[src/rtl/mem_interface.sv]
// MAR/MDR holding stage with a req/ack transaction FSM toward the external RAM.
// Wait states are unbounded from the RAM side; a watchdog aborts a stalled transaction.
module mem_interface #(
  parameter int DATA_WIDTH = 32,
  parameter int ADDR_WIDTH = 9,
  parameter int TIMEOUT    = 16
) (
  input  logic                  clk,
  input  logic                  clr,
  input  logic [DATA_WIDTH-1:0] BusMuxOut,
  input  logic                  MARin,
  input  logic                  MDRin,
  input  logic                  MemRead,
  input  logic                  MemWrite,
  output logic [DATA_WIDTH-1:0] address,
  output logic [DATA_WIDTH-1:0] BusMuxInMDR,
  output logic [ADDR_WIDTH-1:0] mem_addr,
  output logic                  mem_req,
  output logic                  mem_we,
  output logic [DATA_WIDTH-1:0] mem_wdata,
  input  logic [DATA_WIDTH-1:0] mem_rdata,
  input  logic                  mem_ack,
  output logic                  busy,
  output logic                  done,
  output logic                  err
);

  localparam int CNT_W = (TIMEOUT > 2) ? $clog2(TIMEOUT) : 1;
  localparam logic [CNT_W-1:0] CNT_LAST = CNT_W'(TIMEOUT - 1);

  typedef enum logic [1:0] {IDLE, RD, WR, DONE} state_t;

  state_t                state_q;
  logic [DATA_WIDTH-1:0] mar_q;
  logic [DATA_WIDTH-1:0] mdr_q;
  logic [CNT_W-1:0]      cnt_q;
  logic                  err_q;
  logic                  req_q;
  logic                  we_q;
  logic                  busy_q;
  logic                  done_q;

  // Control outputs are registered next to the state so nothing from the inputs
  // reaches them combinationally; the async reset still drops mem_req at once.
  always_ff @(posedge clk or posedge clr) begin
    if (clr) begin
      state_q <= IDLE;
      mar_q   <= '0;
      mdr_q   <= '0;
      cnt_q   <= '0;
      err_q   <= 1'b0;
      req_q   <= 1'b0;
      we_q    <= 1'b0;
      busy_q  <= 1'b0;
      done_q  <= 1'b0;
    end else begin
      case (state_q)
        IDLE: begin
          if (MARin) mar_q <= BusMuxOut;
          if (MDRin) mdr_q <= BusMuxOut;
          if (MemRead || MemWrite) begin
            state_q <= MemRead ? RD : WR;
            we_q    <= ~MemRead;
            req_q   <= 1'b1;
            busy_q  <= 1'b1;
            cnt_q   <= '0;
            err_q   <= 1'b0;
          end
        end
        RD, WR: begin
          if (mem_ack) begin
            if (state_q == RD) mdr_q <= mem_rdata;
            state_q <= DONE;
            req_q   <= 1'b0;
            we_q    <= 1'b0;
            done_q  <= 1'b1;
          end else if (cnt_q == CNT_LAST) begin
            state_q <= IDLE;
            req_q   <= 1'b0;
            we_q    <= 1'b0;
            busy_q  <= 1'b0;
            err_q   <= 1'b1;
          end else begin
            cnt_q <= cnt_q + CNT_W'(1);
          end
        end
        DONE: begin
          state_q <= IDLE;
          done_q  <= 1'b0;
          busy_q  <= 1'b0;
        end
        default: begin
          state_q <= IDLE;
          req_q   <= 1'b0;
          we_q    <= 1'b0;
          busy_q  <= 1'b0;
          done_q  <= 1'b0;
        end
      endcase
    end
  end

  assign address     = mar_q;
  assign BusMuxInMDR = mdr_q;
  assign mem_wdata   = mdr_q;
  assign mem_addr    = mar_q[ADDR_WIDTH-1:0];
  assign mem_req     = req_q;
  assign mem_we      = we_q;
  assign busy        = busy_q;
  assign done        = done_q;
  assign err         = err_q;

endmodule

[config.mk]
export PLATFORM = sky130hd
export DESIGN_NAME = mem_interface
export DESIGN_NICKNAME = d
export VERILOG_FILES = /design/src/rtl/mem_interface.sv
export SDC_FILE = /design/constraint.sdc
export NUM_CORES = 1
export LEC_CHECK = 0
export BUFFER_PORTS_ARGS = -buffer_cell sky130_fd_sc_hd__buf_2
export CAP_MARGIN = 25
export CELL_PAD_IN_SITES_DETAIL_PLACEMENT = 1
export CELL_PAD_IN_SITES_GLOBAL_PLACEMENT = 2
export CORE_MARGIN = 3
export CORE_UTILIZATION = 29
export DETAILED_ROUTE_END_ITERATION = 6
export PLACE_DENSITY_LB_ADDON = 0.1
export SYNTH_ARGS = -nofsm -noshare
export SYNTH_HDL_FRONTEND = slang
export SYNTH_SLANG_ARGS = --single-unit
[constraint.sdc]
create_clock -name clk -period 2.8 [get_ports clk]
set_clock_uncertainty 0.2 [all_clocks]
set_input_delay 0.28 -clock clk [delete_from_list [all_inputs] [get_ports clk]]
set_output_delay 0.28 -clock clk [all_outputs]
set_load 0.01 [all_outputs]
Yosys cells after proc, flatten, opt, wreduce, memory -nomap -nowiden --
Cells that the tools add are included.
Word-level totals: flip-flop bits (word level) 75, bits of input ports 71
Operators by class: add/subtract/negate cells 1, equal/unequal tests 12, muxes and demuxes 27, bitwise operators 1, reductions and logical operators 13
Operators by type and width (count):
- two-way mux 32 bit | 3
- one-hot mux 32 bit (2 select lines) | 1
- inequality test 2 bit, second input constant | 7
- two-way mux 4 bit | 3
- AND reduction 4 bit | 3
- two-way mux 1 bit | 9
- two-way mux 2 bit | 4
- one-hot mux 1 bit (2 select lines) | 4
- one-hot mux 4 bit (2 select lines) | 1
- one-hot mux 2 bit (3 select lines) | 1
- AND reduction 2 bit | 3
- AND reduction 3 bit | 2
- adder 4 x 1 -> 4 bit, second input constant | 1
- == test 2 bit, second input constant | 2
- == test 4 bit, second input constant | 1
- nonzero test 2 bit | 2
- inequality test 3 bit, second input constant | 1
- one-hot mux 1 bit (3 select lines) | 1
- == test 2 x 1 -> 1 bit, second input constant | 1
- logical NOT 2 bit | 1
- OR reduction 2 bit | 1
- logical OR 1 bit | 1
- NOT 1 bit | 1

Depth between registers and ports, before layout --
Gate-level depths: netlist of the first run.
word-level depth 4, mapped depth 7, gate-level depth less buffers 5

Least setup slack after synthesis of the first run --
OpenSTA, ideal clock, no wires.
path type reg2reg, start register state_q[0], end register mdr_q[0], in the netlist BusMuxInMDR[0], setup time 0.125 ns, arrival time 1.764 ns, data required time 2.475 ns, setup slack 0.711 ns, stages on the path, launching flop included 7, buffers on the path 2, clock period less this slack 2.089 ns, path through dfrtp_1 inv_1 ha_1 buf_6 clkbuf_1 mux2_2 mux2_2
On the way: cells in the longest elaborated chain, start to end 4, elaborated cells between the ends (all ways) 10, those cells by class eq/ne (5); mux (1); reduce/logical (4)
RTL lines:
- start, declared | RTL line 33 | state_t state_q;
- start signal, assigned | RTL line 62 | state_q <= MemRead ? RD : WR;
- == test 2 x 1 -> 1 bit / == test 2 bit (equally long branches) | RTL line 57, 72
- OR reduction 2 bit | RTL line 57 | case (state_q)
- inequality test 2 bit (no source line) / nonzero test 2 bit (equally long branches)
- AND reduction 4 bit (no source line)
- end signal, assigned | RTL line 60 | if (MDRin) mdr_q <= BusMuxOut;
- end signal, assigned | RTL line 72 | if (state_q == RD) mdr_q <= mem_rdata;
- end, declared | RTL line 35 | logic [DATA_WIDTH-1:0] mdr_q;
Parallel ways exist; a longest one is shown, timed or not. A chain may end at the register's enable or synchronous reset.

Worst setup path after layout of the first run --
start register state_q[0], end register mdr_q[7], in the netlist BusMuxInMDR[7]
Same word-level chain as after synthesis.

==> impl_metrics.csv, run 1 <==
group,metric,value,unit
timing,rsz0062_at_grt,"false",
run,cap_violations,0,
synthesis,yosys-top-cells-area,"dfrtp_1, mux2_2, buf_4",
power_and_ir_drop,vdd_drop_max,0.5252,mV
global_routing,antenna_found_initial,1,
worst_setup_path,startpoint,"state_q[0]",
detailed_routing,ant_nets,0,
synthesis,postSynthAreaPerCell,13.44,um^2
timing,hold_slack,0.08762,ns
worst_setup_path,cpPeakStageDelay,0.54,ns
timing,maxSlewViolCount,0,
global_routing,grt_usage,14.73,%
worst_setup_path,critical_path_arrival,2.43,ns
hold_path,hold_class,"primary input to flop",
clock_tree,path_clk_slew,0.06,ns
timing,period_share,85.93,%
power_and_ir_drop,finalPower,6.760,mW
worst_setup_path,crit_path_cell_trace,"inv_1 > ha_2 > nor2_1 > a211oi_4 > buf_4 > mux2_2",
layout,diodes,0,
synthesis,synth.top_cells.by_count,"mux2_2, dfrtp_1, buf_4",
global_routing,grt_util_met3,5.561,%
placement,gp_congestion,0.7284,
placement,dp_hpwl,7.445,mm
synthesis,synth_edf_count,0,
status,status,"finished clean",
detailed_routing,firstDrtPassIters,4,
global_routing,use_met2,27.33,%
synthesis,ys_warn_count,0,
floorplanning,die_area,14330,um^2
worst_setup_path,r2r-end,"BusMuxInMDR[7]",
power_and_ir_drop,p_leak,2.464,nW
timing,hold_violations,0,
worst_setup_path,crit_required,2.82,ns
timing,post-route-min-period,2.406,ns
synthesis,synthFlopType,"dfrtp_1",
worst_setup_path,rrSetupSlack,0.39,ns
synthesis,synth_cell_types,32,
synthesis,async_flop_share,100.0,%
floorplanning,die_width,119.7,um
worst_setup_path,start_kind,"flop",
worst_setup_path,rr_worst_depth,6,
detailed_routing,drt_wl_total,10.28,mm
synthesis,synth_most_common_cell,"mux2_2",
clock_tree,htreeDepth,3,
synthesis,syn_nets,355,
detailed_routing,viasPerCell,4.491,
placement,portBuffers,180,
clock_tree,clock_sinks,75,
clock_tree,cts_buffer_depth,2,
clock_tree,numCtsBuffers,9,
global_routing,first_global_vias,3162,
clock_tree,cts.root.buffer_cell,"clkbuf_16",
power_and_ir_drop,power_density,1309,nW/um^2
floorplanning,io_pins,181,
detailed_routing,drc,0,
global_routing,grt_overflow,0,
layout,drive_gt1_share,65.66,%
worst_setup_path,endpoint,"BusMuxInMDR[7]",
worst_setup_path,slowest_stage,"ha_2",
synthesis,synth_area,3749,um^2
timing,final-setup-viol-count,0,
floorplanning,start_util,30.45,%
clock_tree,cts_tree,"built",
detailed_routing,dr_total_vias,2834,
synthesis,synth_top_area_share,50.07,%
synthesis,synth-seq-cells,75,
synthesis,ys_seq_area_share,50.07,%
clock_tree,clk_latency,0.33,ns
worst_setup_path,criticalPathCategory,"flop to flop",
detailed_routing,drtIter0Drc,84,
layout,area_growth,37.72,%
floorplanning,row_count,40,
floorplanning,coreArea,12310,um^2
timing,worst_pin_slew,0.5777,ns
floorplanning,dieHeight,119.7,um
worst_setup_path,crit_path_end_kind,"flop",
synthesis,synth_top_cell_by_area,"dfrtp_1",
worst_setup_path,critical_path.max_fanout,20,
synthesis,syn_inst,279,
detailed_routing,avgRoutedWirePerCell,16.29,um
layout,final_net_count,534,
global_routing,grt_max_degree,46,
global_routing,grt-busiest-layer,"met2",
worst_setup_path,reg2reg_from,"state_q[0]",
global_routing,met1_usage,15.18,%
timing,timing.fmax,415.6,MHz
timing,max_slew_margin,61.44,%
global_routing,grt_pass1_wl,16.42,mm
timing,finalSetupTns,0,ns
[critical path, delay by kind of cell (launching register included)]
kind	cells	cell delay, ns
buf+inv	2	0.40
simple gates	1	0.17
mux	1	0.38
flops	1	0.39
compound gates	1	0.19
fa+ha+maj	1	0.54
[power breakdown]
| group | switching, mW | total (mW) | leakage, nW | internal, mW |
|---|---|---|---|---|
| Sequential | 0.349 | 2.00 | 0.891 | 1.65 |
| Clock | 0.433 | 1.15 | 0.141 | 0.714 |
| Combinational | 1.73 | 3.61 | 1.43 | 1.88 |
[cell type report]
type,instances,area (um^2)
multi-input combinational,146,1466
clock inverter,2,35.03
sequential,75,1877
inverter,6,23.77
timing repair buffer,220,1296
fill,1394,7149
tap,168,210.2
clock buffer,14,254.0
[cell families (layout without fill, tap and decap cells)]
group                    count (synthesis)  count (layout)  synth area share, %
flip-flops                              75              75                50.07
AND/OR/NAND/NOR                         21              21                3.171
AO/OA/AOI/OAI                           18              18                3.572
buffers and inverters                   58             242                10.95
adder cells (fa/ha/maj)                  5               5                1.669
multiplexers                           102             102                30.57
[routing by layer]
layer | vias up | routed length [um]
met5 | - | 20
met4 | 2 | 174
met3 | 16 | 757
met2 | 105 | 5472
met1 | 1402 | 3851
li1 | 1309 | -
[stage by stage]
step	instances	instance area, um^2	utilization [%]	setup slack [ns]
final	631	5162	41.93	0.3939
after global routing	631	5162	41.93	0.2130
after CTS	631	5162	41.93	0.3460
after detailed placement	582	4543	36.90	0.3668
after global placement	582	4543	36.90	0.4365
after floorplan	279	3749	-	0.4100
[worst min-delay path by stage]
stage / startpoint / end / slack [ns] / cells after the start
after floorplan: BusMuxOut[30] / address[30] / 0.23 / 1
after global placement: clr / address[15] / 0.16 / 2
after detailed placement: clr / address[15] / 0.17 / 2
after CTS: mem_rdata[22] / BusMuxInMDR[22] / 0.07 / 3
after global routing: mem_rdata[22] / BusMuxInMDR[22] / 0.08 / 3
final: mem_rdata[22] / BusMuxInMDR[22] / 0.09 / 3
[cell usage in the layout (no fill, tap or decap), types with 3 or more instances in the layout]
cell           instances
mux2_2                97
buf_2                180
nand2_1                5
o21ai_0                4
clkbuf_16              9
dlygate4sd3_1         33
mux2_1                 3
ha_1                   4
a21oi_1                3
buf_4                  6
dfrtp_1               75
inv_1                  5
nor2_1                 4
clkbuf_1               4
[flip-flops by register name (all words and copies together) (netlist names)]
| signal | count |
|---|---|
| mem_we | 1 |
| cnt_q | 4 |
| done | 1 |
| busy | 1 |
| address | 32 |
| state_q | 2 |
| mem_req | 1 |
| BusMuxInMDR | 32 |
| err | 1 |
[repair_timing]
item                      in CTS  in global routing
buffers inserted               0                  0
gates resized for setup        0                  0
hold buffers                  33                  0
hold endpoints to repair      62                  0
No activity file was read; power rests on OpenSTA's default activity.
==> run 2: changes to the inputs <==
--- a/config.mk
+++ b/config.mk
@@ -11,3 +11,2 @@
 export CELL_PAD_IN_SITES_GLOBAL_PLACEMENT = 2
-export CORE_MARGIN = 3
 export CORE_UTILIZATION = 29
==> constraint.sdc (replaced) <==
create_clock -name clk -period 2.8 [get_ports clk]
set_clock_uncertainty 0.2 [all_clocks]
set_input_delay 0.84 -clock clk [delete_from_list [all_inputs] [get_ports clk]]
set_output_delay 0.84 -clock clk [all_outputs]
set_load 0.01 [all_outputs]
==> run 2 against run 1 <==
Against the previous run: first-iteration DRC count shrank 33%; critical endpoint unchanged; combinational power grew 1%; critical path type unchanged; wire length shrank 6.4%; global-route usage grew 0.56 points; clock-buffer cell count shrank 1; core utilization shrank 3.1 points; flip-flop and latch count is the same; power grew 0.82%; clock power is essentially flat.
==> impl_metrics.csv, run 2 (synthesis results as in run 1) <==
group,metric,value,unit
floorplanning,coreArea,12620,um^2
worst_setup_path,critical_path.max_fanout,17,
detailed_routing,avgRoutedWirePerCell,15.89,um
global_routing,met1_usage,18.15,%
global_routing,antenna_found_initial,0,
timing,hold_violations,0,
detailed_routing,firstDrtPassIters,4,
worst_setup_path,cpPeakStageDelay,0.54,ns
worst_setup_path,cp_top_family,"adder cells",
worst_setup_path,rr_worst_depth,6,
floorplanning,dieHeight,115.7,um
clock_tree,numCtsBuffers,9,
detailed_routing,dr_total_vias,2682,
global_routing,grt_util_met3,4.236,%
floorplanning,die_width,115.7,um
global_routing,grt_overflow,0,
timing,post-route-min-period,2.405,ns
run,cap_violations,0,
status,status,"finished clean",
layout,area_growth,30.74,%
placement,gp_congestion,0.7508,
floorplanning,io_pins,181,
placement,placed_cell_area,4606,um^2
clock_tree,path_clk_slew,0.05,ns
clock_tree,postCtsSetupRepairBufs,0,
detailed_routing,drc,0,
layout,fillers,1444,
layout,final_net_count,505,
timing,maxSlewViolCount,0,
layout,regArea,1877,um^2
detailed_routing,drt_wl_total,9.615,mm
layout,drive_gt1_share,71.36,%
placement,dp.cells,590,
power_and_ir_drop,power_density,1391,nW/um^2
worst_setup_path,cp.depth,6,
clock_tree,cts.root.buffer_cell,"clkbuf_16",
hold_path,hold_class,"primary input to async pin",
clock_tree,cts_buffer_depth,2,
worst_setup_path,crit_required,2.82,ns
floorplanning,start_util,29.70,%
worst_setup_path,crit_path_cell_trace,"inv_1 > ha_2 > nor2_1 > a211oi_4 > buf_4 > mux2_2",
global_routing,use_met2,25.63,%
timing,period_share,85.90,%
layout,layoutNonFillerInstCount,605,
placement,place_ws,0.3694,ns
global_routing,first_global_vias,2801,
power_and_ir_drop,vdd_drop_max,0.5371,mV
layout,layout_commonest_cell,"buf_2",
detailed_routing,viasPerCell,4.433,
worst_setup_path,slowest_stage,"ha_2",
global_routing,grt_pass1_wl,14.96,mm
timing,timing.fmax,415.8,MHz
worst_setup_path,criticalPathCategory,"flop to flop",
clock_tree,clock_sinks,75,
timing,finalSetupTns,0,ns
layout,diodes,0,
layout,multi_input_area,1466,um^2
clock_tree,cts_tree,"built",
layout,fin_area,4901,um^2
clock_tree,post_cts_resize_count,0,
timing,final-setup-viol-count,0,
placement,dp_hpwl,7.261,mm
timing,rsz0062_at_grt,"false",
global_routing,grt_max_degree,24,
global_routing,grt_usage,15.29,%
worst_setup_path,start_kind,"flop",
floorplanning,row_count,41,
worst_setup_path,path_buf_inv,2,
timing,fin_ws,0.3947,ns
detailed_routing,drtIter0Drc,56,
timing,worst_pin_slew,0.4913,ns
placement,portBuffers,180,
layout,layout_common_cells,"buf_2, mux2_2, dfrtp_1, clkbuf_16, buf_4",
worst_setup_path,crit_path_end_kind,"flop",
detailed_routing,ant_nets,0,
global_routing,grt-busiest-layer,"met2",
clock_tree,cts_hold_buf,0,
power_and_ir_drop,p_leak,2.356,nW
power_and_ir_drop,finalPower,6.815,mW
worst_setup_path,critical_path_arrival,2.42,ns
floorplanning,die_area,13390,um^2
clock_tree,clk_latency,0.34,ns
timing,max_slew_margin,67.13,%
clock_tree,htreeDepth,3,
## run 2: final timing paths
kind	from	slack [ns]	endpoint
setup reg to reg	state_q[0]	0.39	BusMuxInMDR[7]
min in group clk	address[24]	0.30	address[24]
max in group asynchronous	clr	1.49	address[27]
hold reg to reg	address[24]	0.30	address[24]
setup / recovery	state_q[0]	0.39	BusMuxInMDR[7]
hold / removal	clr	0.29	address[7]
## run 2: metrics by stage
step	utilization (%)	hold slack (ns)
floorplan	-	0.2706
global placement	36.50	0.2835
detailed placement	36.50	0.2885
CTS	38.84	0.2958
global route	38.84	0.3124
finish	38.84	0.2901
## run 2: final cells by class
class,count,area share (%)
clock buffer,13,5.310
clock inverter,2,0.7148
inverter,6,0.5361
multi-input combinational,146,29.92
sequential,75,38.29
tap,172,4.391
timing repair buffer,191,20.83
## run 2: metal layers
layer / vias to the layer above / wire (um)
li1: 1252 / -
met1: 1313 / 3995
met2: 105 / 4758
met3: 12 / 668
met4: 0 / 193
met5: - / 0
## run 2: power by group
group | leakage [nW] | internal (mW) | switching, mW | total [mW]
Combinational | 1.32 | 1.91 | 1.73 | 3.65
Sequential | 0.891 | 1.65 | 0.346 | 2.00
Clock | 0.146 | 0.733 | 0.438 | 1.17
Total | 2.36 | 4.30 | 2.52 | 6.82
==> run 3: changes to the inputs <==
- CELL_PAD_IN_SITES_DETAIL_PLACEMENT: 1 -> unset
- CELL_PAD_IN_SITES_GLOBAL_PLACEMENT: 2 -> unset
- CORE_UTILIZATION: 29 -> 46
- PLACE_DENSITY: unset -> 0.8
- PLACE_DENSITY_LB_ADDON: 0.1 -> unset
- SETUP_SLACK_MARGIN: unset -> 0.4
==> run 3 against run 2 <==
Against the previous run: critical path depth is 1 lower; largest cell class unchanged; first-iteration DRC count down 61%; largest power group unchanged; combinational power is 4% lower; non-clock buffer count decreased by 4; sequential power is essentially flat; clock power down 38%; flip-flop and latch count did not move; wire length is 19% lower; clock-buffer cell count down 3; die area down 36%; sequential share of layout area rose by 2.2 points.
==> impl_metrics.csv, run 3 (synthesis results as in run 1) <==
group,metric,value,unit
worst_setup_path,critical_path_arrival,2.25,ns
power_and_ir_drop,power_density,1340,nW/um^2
global_routing,first_global_vias,2745,
layout,layout_common_cells,"buf_2, mux2_2, dfrtp_1, clkbuf_8",
timing,hold_violations,0,
detailed_routing,ant_nets,0,
layout,layout_commonest_cell,"buf_2",
layout,drive_gt1_share,71.16,%
layout,diodes,0,
clock_tree,postCtsSetupRepairBufs,0,
clock_tree,clk_latency,0.34,ns
worst_setup_path,cpPeakStageDelay,0.43,ns
floorplanning,dieHeight,92.27,um
worst_setup_path,start_kind,"flop",
layout,multi_input_area,1464,um^2
floorplanning,coreArea,7807,um^2
clock_tree,numCtsBuffers,9,
worst_setup_path,endpoint,"BusMuxInMDR[22]",
timing,finalSetupTns,0,ns
floorplanning,die_area,8514,um^2
floorplanning,io_pins,181,
global_routing,antenna_found_initial,0,
status,status,"finished clean",
detailed_routing,drt_wl_total,7.769,mm
worst_setup_path,slowest_stage,"ha_2",
detailed_routing,dr_total_vias,2665,
detailed_routing,met3WireLength,472,um
detailed_routing,viasPerCell,5.009,
global_routing,grt_max_degree,69,
layout,fillers,665,
timing,post-route-min-period,2.213,ns
placement,portBuffers,180,
worst_setup_path,criticalPathCategory,"flop to flop",
clock_tree,clock_sinks,75,
timing,max_slew_margin,74.18,%
floorplanning,row_count,32,
worst_setup_path,r2r-end,"BusMuxInMDR[22]",
clock_tree,cts_tree,"built",
floorplanning,die_width,92.27,um
detailed_routing,drtIter0Drc,22,
timing,timing.fmax,451.8,MHz
clock_tree,cts.root.buffer_cell,"clkbuf_8",
detailed_routing,avgRoutedWirePerCell,14.60,um
power_and_ir_drop,power_switching,2.386,mW
worst_setup_path,startpoint,"state_q[0]",
hold_path,hold_class,"primary input to async pin",
detailed_routing,firstDrtPassIters,4,
clock_tree,cts_buffer_depth,2,
global_routing,grt_usage,18.99,%
timing,maxSlewViolCount,0,
power_and_ir_drop,vdd_drop_max,0.6261,mV
run,cap_violations,0,
detailed_routing,top_layer_used,"met4",
global_routing,grt_overflow,0,
layout,area_growth,23.53,%
worst_setup_path,crit_required,2.83,ns
clock_tree,cts_hold_buf,0,
worst_setup_path,reg2reg_from,"state_q[0]",
worst_setup_path,rrSetupSlack,0.59,ns
placement,gp_congestion,0.8196,
timing,period_share,79.05,%
timing,hold_slack,0.2134,ns
layout,regArea,1877,um^2
worst_setup_path,cp_top_family,"multiplexers",
worst_setup_path,cp.depth,5,
detailed_routing,wl_met2,4.140,mm
power_and_ir_drop,power.share.clock,11.8,%
global_routing,grt_pass1_wl,12.54,mm
timing,rsz0062_at_grt,"false",
worst_setup_path,rr_worst_depth,5,
power_and_ir_drop,pwr-share-seq,32.0,%
clock_tree,post_cts_resize_count,0,
worst_setup_path,crit_path_end_kind,"flop",
floorplanning,start_util,48.01,%
clock_tree,htreeDepth,3,
timing,final-setup-viol-count,0,
power_and_ir_drop,switching_share,38.46,%
worst_setup_path,crit_path_cell_trace,"inv_1 > ha_2 > buf_4 > mux2_2 > mux2_1",
detailed_routing,drt-met1-wl,3.038,mm
timing,worst_pin_slew,0.3866,ns
clock_tree,path_clk_slew,0.09,ns
placement,dp_hpwl,5.805,mm
power_and_ir_drop,p_leak,2.263,nW
worst_setup_path,path_buf_inv,2,
power_and_ir_drop,p_int,3.818,mW
worst_setup_path,critical_path.max_fanout,21,
detailed_routing,drc,0,
power_and_ir_drop,p_comb_share,56.2,%
layout,final_net_count,501,
## run 3: worst min path at each step
stage	from	endpoint
final	clr	address[12]
after global routing	clr	address[12]
after CTS	clr	address[12]
after detailed placement	address[19]	address[19]
after global placement	address[23]	address[23]
after floorplan	cnt_q[0]	cnt_q[0]
## run 3: power groups by stage
stage / Sequential [mW] / Combinational (mW) / Clock [mW]
final: 1.99 / 3.49 / 0.730
after global routing: 2.06 / 3.78 / 0.795
after CTS: 1.99 / 3.55 / 0.751
after detailed placement: 2.01 / 3.54 / 0
after global placement: 1.98 / 3.43 / 0
after floorplan: 2.22 / 2.57 / 0
## run 3: final cells by class
| class | instances | area share, % |
|---|---|---|
| clock inverters | 6 | 0.9187 |
| repair buffers | 187 | 20.86 |
| inverters | 6 | 0.5674 |
| multi-input cells | 146 | 31.61 |
| flip-flops and latches | 75 | 40.53 |
| clock buffers | 10 | 2.756 |
| well taps | 102 | 2.756 |
## run 3: metal layers
| metal | vias up | GRT usage [%] |
|---|---|---|
| li1 | 1240 | - |
| met1 | 1285 | 22.84 |
| met2 | 127 | 33.52 |
| met3 | 13 | 3.234 |
| met4 | 0 | 7.943 |
| met5 | - | 0 |
## run 3: per-stage QoR
stage	area (um^2)	setup slack [ns]	cells	total power, mW	util [%]
finish	4631	0.5865	532	6.205	59.31
global route	4631	0.4662	532	6.631	59.31
CTS	4631	0.5792	532	6.292	59.31
detailed placement	4461	0.4861	516	5.547	57.13
global placement	4461	0.5578	516	5.410	57.13
floorplan	3752	0.7087	279	4.788	-
